$ cat src/rtl/sta_path_harness.sv
// Multi-channel STA harness: pipelined multiply path plus an optional slow add/rotate chain,
// channel XOR into dout and a 32-bit MISR signature. Slow chain built only with SLOW_CHAIN_EN.
module sta_path_harness #(
    parameter int unsigned W        = 16,
    parameter int unsigned CH       = 2,
    parameter int unsigned PIPE     = 2,
    parameter int unsigned SLOW_LEN = 8,
    localparam int unsigned R       = 2 * W
) (
    input  logic         clk,
    input  logic         reset_n,
    input  logic         en,
    input  logic [1:0]   mode,
    output logic [R-1:0] dout,
    output logic         dout_valid,
    output logic [31:0]  sig
);

    if (W < 4 || W > 16 || CH < 1 || CH > 8 || PIPE > 4 || SLOW_LEN < 1 || SLOW_LEN > 32) begin
        $error("sta_path_harness: parameter out of legal range");
    end

    logic [W-1:0] a_q [CH];
    logic [W-1:0] b_q [CH];
    logic [W-1:0] c_q [CH];
    logic         alt_ph_q;

    logic [R-1:0] y_real [CH];
    logic [R-1:0] y_slow [CH];

    // Stage 0 is the issue register; stages 1..PIPE follow it.
    logic [R-1:0] real_q [PIPE+1][CH];
    logic [R-1:0] slow_q [PIPE+1][CH];
    logic [1:0]   mode_q [PIPE+1];
    logic         alt_q  [PIPE+1];
    logic         vld_q  [PIPE+1];

    logic [R-1:0] sel_d [CH];
    logic [R-1:0] sel_q [CH];
    logic         sel_vld_q;
    logic [R-1:0] dout_d;

    always_comb begin
        for (int k = 0; k < CH; k++) begin
            y_real[k] = {{W{1'b0}}, a_q[k]} * {{W{1'b0}}, b_q[k]} * {{W{1'b0}}, c_q[k]};
        end
    end

`ifdef SLOW_CHAIN_EN
    logic [R-1:0] s_acc;

    always_comb begin
        s_acc = '0;
        for (int k = 0; k < CH; k++) begin
            s_acc = {{W{1'b0}}, a_q[k] ^ b_q[k]};
            for (int i = 0; i < int'(SLOW_LEN); i++) begin
                s_acc = s_acc + {{W{1'b0}}, c_q[k]};
                s_acc = {s_acc[R-2:0], s_acc[R-1]};
            end
            y_slow[k] = s_acc;
        end
    end
`else
    always_comb begin
        for (int k = 0; k < CH; k++) begin
            y_slow[k] = '0;
        end
    end
`endif

    always_comb begin
        for (int k = 0; k < CH; k++) begin
            sel_d[k] = real_q[PIPE][k];
            case (mode_q[PIPE])
                2'b00:   sel_d[k] = real_q[PIPE][k];
                2'b01:   sel_d[k] = slow_q[PIPE][k];
                2'b10:   sel_d[k] = real_q[PIPE][k] ^ (slow_q[PIPE][k] >> 1);
                default: sel_d[k] = alt_q[PIPE] ? slow_q[PIPE][k] : real_q[PIPE][k];
            endcase
        end
    end

    always_comb begin
        dout_d = '0;
        for (int k = 0; k < CH; k++) begin
            dout_d ^= sel_q[k];
        end
    end

    always_ff @(posedge clk or negedge reset_n) begin
        if (!reset_n) begin
            for (int k = 0; k < CH; k++) begin
                a_q[k]   <= W'(k + 1);
                b_q[k]   <= W'(k + 3);
                c_q[k]   <= W'(k + 5);
                sel_q[k] <= '0;
            end
            for (int s = 0; s <= int'(PIPE); s++) begin
                vld_q[s]  <= 1'b0;
                mode_q[s] <= 2'b00;
                alt_q[s]  <= 1'b0;
                for (int k = 0; k < CH; k++) begin
                    real_q[s][k] <= '0;
                    slow_q[s][k] <= '0;
                end
            end
            alt_ph_q   <= 1'b0;
            sel_vld_q  <= 1'b0;
            dout       <= '0;
            dout_valid <= 1'b0;
            sig        <= '0;
        end else begin
            if (en) begin
                for (int k = 0; k < CH; k++) begin
                    a_q[k] <= a_q[k] + W'(1);
                    b_q[k] <= b_q[k] + W'(2);
                    c_q[k] <= c_q[k] + W'(3);
                end
                alt_ph_q  <= ~alt_ph_q;
                real_q[0] <= y_real;
                slow_q[0] <= y_slow;
                mode_q[0] <= mode;
                alt_q[0]  <= alt_ph_q;
            end
            vld_q[0] <= en;
            for (int s = 1; s <= int'(PIPE); s++) begin
                real_q[s] <= real_q[s-1];
                slow_q[s] <= slow_q[s-1];
                mode_q[s] <= mode_q[s-1];
                alt_q[s]  <= alt_q[s-1];
                vld_q[s]  <= vld_q[s-1];
            end
            sel_q     <= sel_d;
            sel_vld_q <= vld_q[PIPE];
            // dout only moves on a valid sample so bubbles hold the last result.
            if (sel_vld_q) begin
                dout <= dout_d;
            end
            dout_valid <= sel_vld_q;
            if (dout_valid) begin
                sig <= {sig[30:0], sig[31] ^ sig[21] ^ sig[1] ^ sig[0]} ^ 32'(dout);
            end
        end
    end

endmodule
$ cat config.mk
export PLATFORM = sky130hd
export DESIGN_NAME = sta_path_harness
export DESIGN_NICKNAME = d
export VERILOG_FILES = /design/src/rtl/sta_path_harness.sv
export SDC_FILE = /design/constraint.sdc
export NUM_CORES = 2
export LEC_CHECK = 0
export ABC_AREA = 1
export BUFFER_PORTS_ARGS = -buffer_cell sky130_fd_sc_hd__buf_2
export CAP_MARGIN = 0
export CORE_ASPECT_RATIO = 0.5
export CORE_MARGIN = 2
export CORE_UTILIZATION = 35
export CTS_BUF_LIST = sky130_fd_sc_hd__clkbuf_4 sky130_fd_sc_hd__clkbuf_8
export DETAILED_ROUTE_END_ITERATION = 7
export GPL_ROUTABILITY_DRIVEN = 1
export GPL_TIMING_DRIVEN = 0
export SLEW_MARGIN = 20
export SYNTH_ARGS = -nofsm -noshare
export SYNTH_HDL_FRONTEND = slang
export SYNTH_SLANG_ARGS = --single-unit
$ cat constraint.sdc
create_clock -name clk -period 11.6 [get_ports clk]
set_clock_uncertainty 0.15 [all_clocks]
set_input_delay 1.74 -clock clk [delete_from_list [all_inputs] [get_ports clk]]
set_output_delay 1.74 -clock clk [all_outputs]
set_load 0.005 [all_outputs]
**After elaboration in Yosys (flattened, before gate mapping)**

Index checks and enable logic that the tools add are counted.

- Register bits: 431
- Memories: 0
- Bits in writable memories: 0
- ROM bits: 0
- Output and inout port bits: 65
- Bits in latches: 0
- Word-level logic and storage cells: 52
- Input port bits: 5

- Reductions and logical operators: 2
- Shift-type cells: 0
- Multiply operators: 4
- Order comparisons: 0
- Bitwise logic cells: 6
- Divide/modulo/power cells: 0
- Muxes and demuxes: 4
- Add/subtract/negate cells: 6
- Equal/unequal tests: 2

Operators with widths:

| operator | count |
|---|---|
| $pmux W32 S2 | 2 |
| $add A16 B2 Y16 const B | 4 |
| $mul A16 B16 Y32 | 2 |
| $mul A32 B16 Y32 | 2 |
| $mux W32 | 2 |
| $xor A32 B32 Y32 | 2 |
| $add A16 B1 Y16 const B | 2 |
| $xor A1 B1 Y1 | 3 |
| $eq A2 B1 Y1 const B | 1 |
| $eq A2 B2 Y1 const B | 1 |
| $logic_not A2 Y1 | 1 |
| $reduce_or A2 Y1 | 1 |
| $not A1 Y1 | 1 |

**Depth between registers and ports, before layout**

- Depth in word-level cells: 4
- Depth in mapped cells: 54
- Gate-level depth less buffers: 52

**Worst setup path before layout**

No wires, ideal clock.

- Path type: reg2reg
- Start: reg b_q[2] (netlist bit)
- End: reg real_q[159] (netlist bit)
- Buffers on the path: 3
- Cell stages (with the launch flop): 47
- Data required time: 11,333 ps
- Setup time: 117 ps
- Arrival: 10,626 ps
- Period minus slack after synthesis: 10,893 ps
- Slack: 707 ps
- Cell sequence: dfstp_2 clkbuf_1 clkbuf_1 nand2_1 fa_1 fa_1 inv_1 fa_1 inv_1 fa_1 inv_1 fa_1 inv_1 fa_1 inv_1 ha_1 nand2_1 nand2_1 [... 11 more ...] inv_1 fa_1 inv_1 fa_1 inv_1 ha_1 nand2_1 nor4_1 nand4_1 nand3_1 nand2_1 o211ai_1 a21oi_1 or3_1 nand2_1 nand3_1 nand3_1 nand2_1

- Cells in the longest elaborated chain, start to end: 2

RTL lines:

| item | line | RTL |
|---|---|---|
| start, declared | 24 | `logic [W-1:0] b_q [CH];` |
| start signal, assigned by index | 94 | `b_q[k] <= W'(k + 3);` |
| start signal, assigned by index | 116 | `b_q[k] <= b_q[k] + W'(2);` |
| $mul A16 B16 Y32 | 45 | `y_real[k] = {{W{1'b0}}, a_q[k]} * {{W{1'b0}}, b_q[k]} * {{W{1'b0}}, c_q[k]};` |
| $mul A32 B16 Y32 | 45 |  |
| end signal, assigned by index | 127 | `real_q[s] <= real_q[s-1];` |
| end, declared | 32 | `logic [R-1:0] real_q [PIPE+1][CH];` |

No other way between the ends.
A chain may end at the register's enable or synchronous reset.

**Final worst setup path**

- Start: reg a_q[31] (netlist bit)
- End: reg real_q[190] (netlist bit)

- Cells in the longest elaborated chain, start to end: 2

RTL lines:

| item | line | RTL |
|---|---|---|
| start, declared | 23 | `logic [W-1:0] a_q [CH];` |
| start signal, assigned by index | 93 | `a_q[k] <= W'(k + 1);` |
| start signal, assigned by index | 115 | `a_q[k] <= a_q[k] + W'(1);` |
| $mul A16 B16 Y32 | 45 |  |
| $mul A32 B16 Y32 | 45 |  |

No other way between the ends.

==> impl_results.md <==
- Status: complete, no violations
- Synth warnings: 0
- Die area: 161000 µm²
- Row Count: 103
- Least-Margin Pin Slew: 1.06 ns
- Cts bufs inserted: 69
- Initial antenna violation count: 2
- CP arrival: about 12 ns
- Most frequent cells in the layout: inv_1 (1744), nand2_1 (1658), fa_1 (959)
- Unrepaired setup endpoints after global routing: true
- Unique masters post-synth: 52
- Pin count of the biggest net entering global routing: 103
- Syn nets: 8029
- Min-Delay Path Class: register to register
- Final setup vio count: 0
- CP most frequent cell: fa_1
- Initial DRC count: 3094
- Total gr overflow: 0
- Synth Flop Type: dfrtp_1
- CTS tree: built
- Core area: 157000 µm²
- Crit path max-delay family: adder cells
- Post-Route WL: 151 mm
- Layout cells sized above 1: 9.91%
- Root Driver: clkbuf_8
- Layout Nets: between 8000 and 9000
- DRC viols: 0
- Crit start category: register
- Synthesis-stage register bit count: between 400 and 500
- Synth top area share: between 30% and 40%
- Antenna Nets Post-Route: 0
- Clk_lat worst skew: approximately 0.75 ns
- Mapped cell area: 55300 µm²
- Max Cap Viol: 0
- Final Instance Area: 61900 µm²
- Wire length on met3: roughly 9.7 mm
- Initial Util: 35.2%
- Max incr delay on CP: 0.58 ns
- Post-synthesis sequential area ratio: 19.2%
- Most common cell after layout, fill and taps aside: inv_1
- Layout area overhead: 11.8%
- Routability cong.: 0.931
- Vias after detailed routing: 42131
- GRT Overall Usage: 19.4%
- First-pass GRT wire length: 244 mm
- Fill cell count: 16007
- Ports: 70
- Final Critical Period: 11.18 ns
- Max_slew headroom: 29.5%
- Hold-fix buffers, CTS: 0
- Peak Freq: about 89 MHz
- Final Cycle Share: 96.3%
- Reg clk slew, reported paths: 0.07 ns
- Post-Synthesis Cells: 6708
- Crit-path max FO: 10
- Die Span X: 566 µm
- Die Ht: 285 µm
- CP Buf/Inv Count: 11
- Dpl cell area: about 58000 µm²
- Final core utilization: between 30 and 40%
- Number of synthesized flops with an enable pin: 0
- CP endpoint kind: register
- Top Metal Used: met4
- Max-slew violation count: 0
- Top post-synthesis cells by area: fa_1 (35%), dfrtp_1 (19%), inv_1 (12%)
- CP Class: register to register
- DP HPWL: 124 mm
- CTS Buffer Depth: 3
- DR vias/cell: 4.65
- Yosys top cell by area: fa_1
- DRT Pass-1 Iters: 6
- Number of global-route vias before repair: 43866
- CP max-delay cell: fa_1
- H-tree levels: 3
- Final hold violation count: 0
- PortBufs: 69
- Routed met1 length: between 60 and 70 mm
- Worst Path Required: 12.07 ns
- Sinks on Clock Net: approximately 430
- Drt wl/cell: 16.7 µm
- DR WL met2: approximately 70 mm
- Avg Cell Area, Syn: around 8.2 µm²
- Asr flop ratio synth: between 90% and 100%
state kept, by name, summed over array words and instances, names as in the netlist, 3 cells and up:
signal	flops
alt_q	3
vld_q	3
real_q	189
a_q	32
mode_q	6
b_q	30
c_q	32
dout	32
sel_q	63
sig	32
logic make-up after synthesis:
logic type | after synthesis | synth area share (%)
AO/OA/AOI/OAI | 296 | 2.90
XOR/XNOR | 218 | 3.45
adder cells (fa/ha/maj) | 1316 | 42.9
buffers and inverters | 2057 | 14.0
flip-flops | 425 | 19.2
AND/OR/NAND/NOR | 2396 | 17.5
worst paths after layout:
| check | endpoint | cells past startpoint | from | slack (ns) |
|---|---|---|---|---|
| max | real_q[190] | 43 | a_q[31] | 0.42 |
| min | vld_q[1] | 0 | vld_q[2] | 0.17 |
| max in group asynchronous | sig[17] | 3 | reset_n | 9.03 |
| min reg2reg | vld_q[1] | 0 | vld_q[2] | 0.17 |
| max reg2reg | real_q[190] | 43 | a_q[31] | 0.42 |
| min in group asynchronous | a_q[10] | 1 | reset_n | 0.81 |
through the flow:
stage / cells / hold slack (ns) / worst slack, ns / setup TNS (ns)
3_3_place_gp: 8877 / 0.182 / -1.87 / -88.57
4_1_cts: 8971 / 0.168 / -0.00414 / -0.00414
5_1_grt: 9063 / 0.176 / -0.0294 / -0.0893
3_5_place_dp: 8881 / 0.185 / -1.88 / -26.04
6_report: 9063 / 0.166 / 0.424 / 0
2_1_floorplan: 6708 / 0.181 / 0.707 / 0
Yosys cell counts (2+ instances only):
cell type / number
inv_2: 10
clkinv_1: 20
xnor2_1: 116
a21oi_1: 107
o211ai_1: 6
buf_2: 4
dfrtp_1: 417
o21a_1: 3
inv_1: 1758
nor2_1: 399
xor2_1: 102
nand2_1: 1682
nor3b_1: 2
nand3_2: 11
clkbuf_1: 225
a21o_1: 4
fa_1: 969
a21oi_2: 6
o21ai_1: 2
or2_2: 28
or2_0: 2
nor2_4: 2
a31oi_1: 8
nand3_1: 139
nor4_1: 7
nor2_2: 11
o21ai_0: 141
nand3b_1: 10
nand2_2: 31
buf_1: 39
nand2_4: 4
nand3b_2: 4
ha_1: 347
nor3_1: 24
o21bai_1: 9
o221ai_1: 2
nand4_1: 35
dfstp_2: 8
metal layers:
layer	global-route usage, %	vias to the layer above
li1	-	19564
met1	25.4	21108
met2	32.7	1223
met5	0	-
met4	6.41	0
met3	2.99	236
layout make-up:
class	count	area, µm²	share of cell area, %
Multi-Input combinational cell	4226	37700	60.9
Antenna cell	1	2.50	0.00405
Timing Repair Buffer	188	1360	2.20
Clock buffer	99	1290	2.08
Timing Repair inverter	1	5.00	0.00809
Buffer	211	1230	1.99
Tap cell	2100	2630	4.25
Clock inverter	24	223	0.360
Inverter	1788	6760	10.9
Sequential cell	425	10700	17.3
what timing repair did:
item                                    4_1_cts  5_1_grt
endpoints found under the setup margin       34       19
gates cloned                                  0        3
pin swaps                                     7       58
setup buffers                                16       97
resized for setup                           231      231
Power is left out: the tool's default activity adds up to more than one toggle a clock period on the data nets, which glitch-free logic cannot reach.
